**src/rtl/id_operand_stage_pkg.sv**
```systemverilog
// Shared widths, bus field offsets, opcode constants and decode helpers for the ID operand stage.
package id_operand_stage_pkg;

    localparam int STALL_W     = 6;
    localparam logic STOP      = 1'b1;
    localparam logic NO_STOP   = 1'b0;

    localparam int IF_TO_ID_WD = 33;
    localparam int BR_WD       = 33;
    localparam int RF_AW       = 5;
    localparam int FWD_CTRL_W  = 2 + RF_AW;

    localparam logic [5:0] OP_SPECIAL  = 6'b000000;
    localparam logic [5:0] OP_J        = 6'b000010;
    localparam logic [5:0] OP_JAL      = 6'b000011;
    localparam logic [5:0] OP_BEQ      = 6'b000100;
    localparam logic [5:0] OP_BNE      = 6'b000101;
    localparam logic [5:0] OP_LUI      = 6'b001111;
    localparam logic [2:0] OP_STORE_HI = 3'b101;
    localparam logic [5:0] FN_JR       = 6'b001000;

    typedef struct packed {
        logic [5:0] opcode;
        logic [4:0] rs;
        logic [4:0] rt;
        logic [4:0] rd;
        logic [4:0] shamt;
        logic [5:0] funct;
    } inst_fields_t;

    function automatic int fwd_wd(input int data_w);
        return data_w + FWD_CTRL_W;
    endfunction

    // Channel layout is {we, is_load, waddr, wdata}, wdata in the LSBs.
    function automatic int fwd_we_bit(input int data_w);
        return data_w + RF_AW + 1;
    endfunction

    function automatic int fwd_load_bit(input int data_w);
        return data_w + RF_AW;
    endfunction

    function automatic int id_op_wd(input int data_w);
        return 1 + 32 + 32 + 2 * data_w;
    endfunction

    function automatic int wb_to_rf_wd(input int data_w);
        return 1 + RF_AW + data_w;
    endfunction

    function automatic logic op_uses_rs(input logic [5:0] op);
        return !(op == OP_LUI || op == OP_J || op == OP_JAL);
    endfunction

    function automatic logic op_uses_rt(input logic [5:0] op);
        return (op == OP_SPECIAL) || (op == OP_BEQ) || (op == OP_BNE) || (op[5:3] == OP_STORE_HI);
    endfunction

endpackage

```
**src/rtl/id_operand_stage_bypass.sv**
```systemverilog
// One-operand priority bypass: lowest-index channel whose write address matches wins, else regfile data.
// Purely combinational; load_hit flags a match against a load still in channel 0 (EX).
module id_bypass_mux
    import id_operand_stage_pkg::*;
#(
    parameter int NUM_FWD = 2,
    parameter int DATA_W  = 32,
    parameter int FWD_WD  = DATA_W + 7
) (
    input  logic [RF_AW-1:0]          raddr,
    input  logic [DATA_W-1:0]         rf_data,
    input  logic [NUM_FWD*FWD_WD-1:0] fwd_bus,
    output logic [DATA_W-1:0]         value,
    output logic                      hit,
    output logic                      load_hit
);

    localparam int WE_BIT = fwd_we_bit(DATA_W);
    localparam int LD_BIT = fwd_load_bit(DATA_W);

    logic unused_load_flags;

    // Walk oldest to youngest so the youngest match overwrites.
    always_comb begin
        value = rf_data;
        hit   = 1'b0;
        for (int i = NUM_FWD - 1; i >= 0; i--) begin
            if (fwd_bus[i*FWD_WD + WE_BIT] && fwd_bus[i*FWD_WD + DATA_W +: RF_AW] == raddr) begin
                value = fwd_bus[i*FWD_WD +: DATA_W];
                hit   = 1'b1;
            end
        end
        if (raddr == '0) begin
            value = '0;
            hit   = 1'b0;
        end
    end

    assign load_hit = fwd_bus[WE_BIT] & fwd_bus[LD_BIT]
                    & (fwd_bus[DATA_W +: RF_AW] == raddr) & (raddr != '0);

    always_comb begin
        unused_load_flags = 1'b0;
        for (int i = 1; i < NUM_FWD; i++) begin
            unused_load_flags = unused_load_flags ^ fwd_bus[i*FWD_WD + LD_BIT];
        end
    end

endmodule

```
**src/rtl/id_operand_stage_regfile.sv**
```systemverilog
// 32-entry register file, two combinational read ports, one write port; $0 hardwired to zero.
// Write takes effect at the clock edge; same-cycle forwarding of the write is left to the caller.
module regfile #(
    parameter int DATA_W = 32
) (
    input  logic              clk,
    input  logic              rst,
    input  logic              we,
    input  logic [4:0]        waddr,
    input  logic [DATA_W-1:0] wdata,
    input  logic [4:0]        raddr1,
    output logic [DATA_W-1:0] rdata1,
    input  logic [4:0]        raddr2,
    output logic [DATA_W-1:0] rdata2
);

    logic [DATA_W-1:0] regs [32];

    always_ff @(posedge clk) begin
        if (rst) begin
            for (int i = 0; i < 32; i++) begin
                regs[i] <= '0;
            end
        end else if (we && waddr != 5'd0) begin
            regs[waddr] <= wdata;
        end
    end

    assign rdata1 = (raddr1 == 5'd0) ? '0 : regs[raddr1];
    assign rdata2 = (raddr2 == 5'd0) ? '0 : regs[raddr2];

endmodule

```
**src/rtl/id_operand_stage.sv**
```systemverilog
// ID front end: IF/ID register, inst hold buffer, regfile read, priority bypass, load-use stallreq; 1-cycle reg, operands comb.
// Stalls via stall[2:1]; optional branch resolution under ID_BRANCH_RESOLVE_EN (default: br_bus tied to 0).
module id_operand_stage
    import id_operand_stage_pkg::*;
#(
    parameter int NUM_FWD = 2,
    parameter int DATA_W  = 32,
    parameter int FWD_WD  = DATA_W + 7
) (
    input  logic                            clk,
    input  logic                            rst,
    input  logic [STALL_W-1:0]              stall,
    output logic                            stallreq,
    input  logic [IF_TO_ID_WD-1:0]          if_to_id_bus,
    input  logic [31:0]                     inst_sram_rdata,
    input  logic [NUM_FWD*FWD_WD-1:0]       fwd_bus,
    input  logic [wb_to_rf_wd(DATA_W)-1:0]  wb_to_rf_bus,
    output logic [id_op_wd(DATA_W)-1:0]     id_op_bus,
    output logic [BR_WD-1:0]                br_bus
);

    logic              id_ce;
    logic [31:0]       id_pc;
    logic              hold_v;
    logic [31:0]       inst_hold;
    logic [31:0]       inst;
    inst_fields_t      f;

    logic              wb_we;
    logic [4:0]        wb_waddr;
    logic [DATA_W-1:0] wb_wdata;
    logic [DATA_W-1:0] rf_rdata1, rf_rdata2;
    logic [DATA_W-1:0] rf_rs, rf_rt;
    logic [DATA_W-1:0] rs_byp, rt_byp;
    logic              rs_hit, rt_hit, rs_load_hit, rt_load_hit;
    logic [DATA_W-1:0] rs_val, rt_val;
    logic              uses_rs, uses_rt;
    logic              unused_bits;

    always_ff @(posedge clk) begin
        if (rst) begin
            id_ce <= 1'b0;
            id_pc <= '0;
        end else if (stall[1] == STOP && stall[2] == NO_STOP) begin
            id_ce <= 1'b0;
            id_pc <= '0;
        end else if (stall[1] == NO_STOP) begin
            {id_ce, id_pc} <= if_to_id_bus;
        end
    end

    // The SRAM keeps presenting a new fetch while ID is stopped; keep the word it returned on the first stop cycle.
    always_ff @(posedge clk) begin
        if (rst) begin
            hold_v    <= 1'b0;
            inst_hold <= '0;
        end else if (stall[2] == STOP && !hold_v) begin
            hold_v    <= 1'b1;
            inst_hold <= inst_sram_rdata;
        end else if (stall[2] == NO_STOP) begin
            hold_v    <= 1'b0;
        end
    end

    assign inst = id_ce ? (hold_v ? inst_hold : inst_sram_rdata) : 32'h0;
    assign f    = inst;

    assign {wb_we, wb_waddr, wb_wdata} = wb_to_rf_bus;

    regfile #(.DATA_W(DATA_W)) u_regfile (
        .clk    (clk),
        .rst    (rst),
        .we     (wb_we),
        .waddr  (wb_waddr),
        .wdata  (wb_wdata),
        .raddr1 (f.rs),
        .rdata1 (rf_rdata1),
        .raddr2 (f.rt),
        .rdata2 (rf_rdata2)
    );

    assign rf_rs = (wb_we && wb_waddr == f.rs) ? wb_wdata : rf_rdata1;
    assign rf_rt = (wb_we && wb_waddr == f.rt) ? wb_wdata : rf_rdata2;

    id_bypass_mux #(.NUM_FWD(NUM_FWD), .DATA_W(DATA_W), .FWD_WD(FWD_WD)) u_byp_rs (
        .raddr    (f.rs),
        .rf_data  (rf_rs),
        .fwd_bus  (fwd_bus),
        .value    (rs_byp),
        .hit      (rs_hit),
        .load_hit (rs_load_hit)
    );

    id_bypass_mux #(.NUM_FWD(NUM_FWD), .DATA_W(DATA_W), .FWD_WD(FWD_WD)) u_byp_rt (
        .raddr    (f.rt),
        .rf_data  (rf_rt),
        .fwd_bus  (fwd_bus),
        .value    (rt_byp),
        .hit      (rt_hit),
        .load_hit (rt_load_hit)
    );

    assign rs_val  = id_ce ? rs_byp : '0;
    assign rt_val  = id_ce ? rt_byp : '0;
    assign uses_rs = op_uses_rs(f.opcode);
    assign uses_rt = op_uses_rt(f.opcode);

    // Only a load still in EX stalls; one cycle later it sits in MEM and bypasses normally.
    assign stallreq = id_ce & ((uses_rs & rs_load_hit) | (uses_rt & rt_load_hit));

    assign id_op_bus = {id_ce, id_pc, inst, rs_val, rt_val};

`ifdef ID_BRANCH_RESOLVE_EN
    logic [31:0] pc_plus4;
    logic [31:0] br_off;
    logic [31:0] br_addr;
    logic        br_take;
    logic        br_e;

    assign pc_plus4 = id_pc + 32'd4;
    assign br_off   = {{14{f.rd[4]}}, f.rd, f.shamt, f.funct, 2'b00};

    always_comb begin
        br_take = 1'b0;
        br_addr = '0;
        case (f.opcode)
            OP_BEQ: begin
                br_take = (rs_val == rt_val);
                br_addr = pc_plus4 + br_off;
            end
            OP_BNE: begin
                br_take = (rs_val != rt_val);
                br_addr = pc_plus4 + br_off;
            end
            OP_J, OP_JAL: begin
                br_take = 1'b1;
                br_addr = {pc_plus4[31:28], inst[25:0], 2'b00};
            end
            OP_SPECIAL: begin
                if (f.funct == FN_JR) begin
                    br_take = 1'b1;
                    br_addr = 32'(rs_val);
                end
            end
            default: begin
                br_take = 1'b0;
            end
        endcase
    end

    // A branch whose operands are still being loaded must not redirect IF yet.
    assign br_e   = id_ce & br_take & ~stallreq;
    assign br_bus = br_e ? {1'b1, br_addr} : '0;
    assign unused_bits = ^{stall[STALL_W-1:3], stall[0], rs_hit, rt_hit};
`else
    assign br_bus      = '0;
    assign unused_bits = ^{stall[STALL_W-1:3], stall[0], rs_hit, rt_hit, f.rd, f.shamt, f.funct};
`endif

endmodule
```
**config.mk**
```make
export PLATFORM = sky130hd
export DESIGN_NAME = id_operand_stage
export DESIGN_NICKNAME = d
export VERILOG_FILES = /design/src/rtl/id_operand_stage_pkg.sv /design/src/rtl/id_operand_stage_bypass.sv /design/src/rtl/id_operand_stage_regfile.sv /design/src/rtl/id_operand_stage.sv
export SDC_FILE = /design/constraint.sdc
export NUM_CORES = 2
export LEC_CHECK = 0
export ABC_AREA = 0
export BUFFER_PORTS_ARGS = -buffer_cell sky130_fd_sc_hd__buf_4
export CAP_MARGIN = 20
export CORE_MARGIN = 5
export CORE_UTILIZATION = 46
export CTS_CLUSTER_SIZE = 14
export DETAILED_ROUTE_END_ITERATION = 7
export HOLD_SLACK_MARGIN = 0.08
export PLACE_DENSITY_LB_ADDON = 0.3
export SYNTH_ARGS = -nofsm -noshare
export SYNTH_HDL_FRONTEND = slang
export SYNTH_SLANG_ARGS = --single-unit
```
**constraint.sdc**
```tcl
create_clock -name clk -period 6.45 [get_ports clk]
set_clock_uncertainty 0.2 [all_clocks]
set_input_delay 1.935 -clock clk [delete_from_list [all_inputs] [get_ports clk]]
set_output_delay 1.935 -clock clk [all_outputs]
set_load 0.05 [all_outputs]
```
==> impl_summary.md <==
GRT
The maximum number of pins on one net before global-route repair is 56. Global routing used 49.61% of the available met2 tracks. In the global route stage, overall resource usage came out at a little under a third. The routing usage on met3 is 9.252%. The initial antenna violation count is 12. The met1 global-route usage is 40.40%. The first global-routing pass estimated between 300 and 400 mm of wire. The busiest layer in global routing is met2. The remaining global-route overflow is 0. The via count of the first global-routing pass is approximately 48,000.

STA
At the pin with the least slew margin, the transition time is between 1000 and 1500 ps. The worst setup margin is -273.8 ps. The final period demand of the worst path is roughly 6700 ps. The worst pin sits at a relative slew slack of 22.59%. The number of pins with negative max-slew slack in the final report is 0. The hold slack is 256.3 ps.

The final critical-path share of the clock period is 104.2%. Derived from the worst setup path, the maximum achievable clock frequency is between 100 and 150 MHz. Setup violations remaining at the end of the flow were counted as 57. The final count of hold timing violations came to 0. Setup repair after global routing could not meet its margin everywhere.

Min path
The min-delay analysis places its worst path in the category reg2reg.

Routing
The wire length per cell is 30.92 µm. In the routed design, unresolved DRC markers number 0. Using the TritonRoute via totals, the vias-per-cell ratio works out to between 6 and 7. The number of detailed-routing iterations run before antenna repair is 6. The final layout contains routed wiring with a total length of 236.3 mm. The first-iteration detailed-routing DRC count is 7,058. The residual antenna-violating net count after detailed routing is 0. Detailed routing inserted a total of 49,490 vias.

Power and ir drop
The static leakage is between 20 and 30 nW. The peak ir drop on the vdd network is 0.2175 mV. The power density of the placed cells is around 220 nW/µm². Total power for the finished layout comes to 17.46 mW.

Synthesis
The cell count after synthesis is ~5,000. The top cell type by area accounts for 50.37% of the synthesized area. The post-synthesis mux area share is between 10% and 20%. By area the synthesized netlist is led by sky130_fd_sc_hd__edfxtp_1, sky130_fd_sc_hd__and2_1, sky130_fd_sc_hd__mux4_2. The sequential share of the synthesized area is between 50% and 60%. The most common cell in the netlist is sky130_fd_sc_hd__and2_1. The post-synthesis xor/xnor area fraction is less than 1%. The fraction of the mapped netlist area in compound gates is a little over a tenth.

After Yosys synthesis, and, or, nand and nor cells account for between 15 and 20% of the synthesized area. The synthesized design contains ~1,100 register bits. The share of synthesized registers carrying an async set or reset is 0%. The adder-cell share of the synthesized area is 0%. The cell type with the largest total area after synthesis is sky130_fd_sc_hd__edfxtp_1. The dominant combinational cell family by area after synthesis is simple AND/OR/NAND/NOR gates. Counting flops with a built-in enable in the synthesized netlist gives roughly 1,000. The post-synthesis cell type count is 77. The dominant synthesized flop cell is sky130_fd_sc_hd__edfxtp_1. The commonest cells after synthesis are sky130_fd_sc_hd__and2_1, sky130_fd_sc_hd__edfxtp_1, sky130_fd_sc_hd__nand2_1, sky130_fd_sc_hd__clkbuf_1, sky130_fd_sc_hd__mux2i_1.

After synthesis the cells add up to just over 60,000 µm². The count of yosys warnings during synthesis is 0. A synthesized cell averages between 10 and 15 µm².

Die
The die covers about 140,000 µm². For this design the top-level I/O count stands at between 300 and 400. The floorplan core area is approximately 130,000 µm².

The starting density of the core is approximately 46%. The die is roughly 370 µm wide. In this run the core area contains 133 standard-cell rows. The die is between 300 and 400 µm tall.

Finish
After the last flow step, the layout net total stands at 5,971. The area growth from synthesis to final layout is 27.24%. The count of cells in the finished layout, fillers not included, comes to 7,640.

After routing the design area is 77,680 µm². The post-route netlist has a little under a third of its cells at a drive strength greater than 1.

Clock tree
The CTS clock-pin slew for the worst setup and hold paths is 60 ps. The CTS tree is built. In this run, CTS created clock tree buffers numbering roughly 110. After clock tree synthesis, the flow added hold-fix buffers numbering 0. The cell sitting at the root of the clock tree is a sky130_fd_sc_hd__clkbuf_16. The tree built by TritonCTS fans out to ~1,100 sinks. The maximum level of the CTS H-tree is 3. The clock network latency to the later pin of the worst-skew pair is around 720 ps. The number of buffers on the longest clock path is 3.

Run status
The final reports fail on negative setup slack. The flow ran to the end, but the final reports show violations.

Worst setup path
The startpoint type of the worst setup path is an input pin. Along the worst path, the maximum fanout reaches 15. At the worst endpoint, the arrival time is 4590 ps.

The kind of capture point of the worst setup path is a primary output. The worst endpoint required time is approximately 4300 ps. The critical path class is in2out.

Place
In this run the tool buffered the top-level ports with around 310 buffer cells. Counting tap cells, the placed design contains a total of between 7,000 and 8,000 instances. Prior to clock tree synthesis, the placed netlist has a worst setup slack of -946.0 ps. The routability congestion estimate from global placement is between 0.9 and 1.

After detailed placement, the total cell area comes to between 60,000 and 70,000 µm². Summed over all nets, the half-perimeter wirelength after detailed placement is ~150 mm.

Job
Max-cap violations in this run came to 0.
placed cells by master (no fill, tap or decap), drive strengths merged, types with 7 or more instances in the layout:
cell type,n
buf,992
nand2,556
a211oi,30
a21oi,269
a2111oi,64
xnor2,11
nor2,154
a22oi,33
or2,32
nand3,11
diode,9
o31a,43
edfxtp,1024
a311oi,33
clkbuf,160
conb,65
inv,57
a31o,7
o22ai,96
a21o,26
and2,1027
o21ai,76
nor3,15
a211o,20
mux2,10
nor3b,33
o2111a,30
mux4,249
clkinv,52
o221ai,126
dfxtp,66
nor4,37
a221o,39
and3,17
mux2i,342
what timing repair did:
action,4_1_cts,5_1_grt
buffers inserted,56,87
setup endpoints to repair,64,65
gates cloned,24,17
pin swaps,100,174
gates resized for setup,364,235
per-layer routing:
| metal | wire, µm | vias to the layer above |
|---|---|---|
| li1 | - | 20340 |
| met1 | 82580 | 24490 |
| met2 | 106800 | 3786 |
| met3 | 32350 | 866 |
| met4 | 14530 | 4 |
| met5 | 25 | - |
worst max-delay path, cell delays in order:
cell and delay (ps):
sky130_fd_sc_hd__buf_6 90, sky130_fd_sc_hd__mux2_4 320, sky130_fd_sc_hd__nand2_8 150, sky130_fd_sc_hd__buf_12 160, sky130_fd_sc_hd__buf_16 170, sky130_fd_sc_hd__mux4_2 530, sky130_fd_sc_hd__a2111oi_2 370, sky130_fd_sc_hd__buf_4 200
sky130_fd_sc_hd__a2111oi_4 50, sky130_fd_sc_hd__buf_4 190, sky130_fd_sc_hd__o31a_1 250, sky130_fd_sc_hd__buf_6 160
report_power, final:
part / internal [mW] / switching (mW) / leakage [nW]
sequential: 8.12 / 0.226 / 10.3
combinational: 1.09 / 1.59 / 16.4
clock: 3.56 / 2.88 / 1.74
layout make-up:
type,count,area [µm²]
timing repair buffer,1012,10620
clock inverter,64,515.5
timing repair inverter,2,20.02
clock buffer,145,3032
inverter,54,271.5
fill,10050,53950
sequential,1090,32070
tap,1755,2196
multi-input combinational,3509,28920
antenna,9,22.52
worst paths after layout:
check             depth (start not counted)                 from  slack, ps             to
hold reg to reg                           2        inst_hold[31]        260  inst_hold[31]
hold / removal                            2        inst_hold[31]        260  inst_hold[31]
setup / recovery                         12  inst_sram_rdata[21]       -270  id_op_bus[34]
setup reg to reg                          5               hold_v       4250  inst_hold[18]
metrics by stage:
| stage | util (%) | setup TNS [ps] |
|---|---|---|
| 3_3_place_gp | 52.58 | -18890 |
| 6_report | 59.01 | -7634 |
| 3_5_place_dp | 52.60 | -19340 |
| 5_1_grt | 59.00 | -9469 |
| 2_1_floorplan | - | -39.77 |
| 4_1_cts | 57.61 | -5938 |
cells by family (layout without fill, tap and decap cells):
logic type | Yosys count | in the layout
muxes | 601 | 601
and+or+nand+nor | 1913 | 1914
buffers and inverters | 610 | 1277
other | 1 | 74
DFF | 1090 | 1090
xor gates and xnor gates | 17 | 17
AOI/OAI and AO/OA | 912 | 912
registers in the layout (all words and copies together), names as in the netlist:
| signal | count |
|---|---|
| id_pc | 32 |
| hold_v | 1 |
| u_regfile.regs | 1024 |
| id_ce | 1 |
| inst_hold | 32 |
No activity file was read; power rests on OpenSTA's default activity.
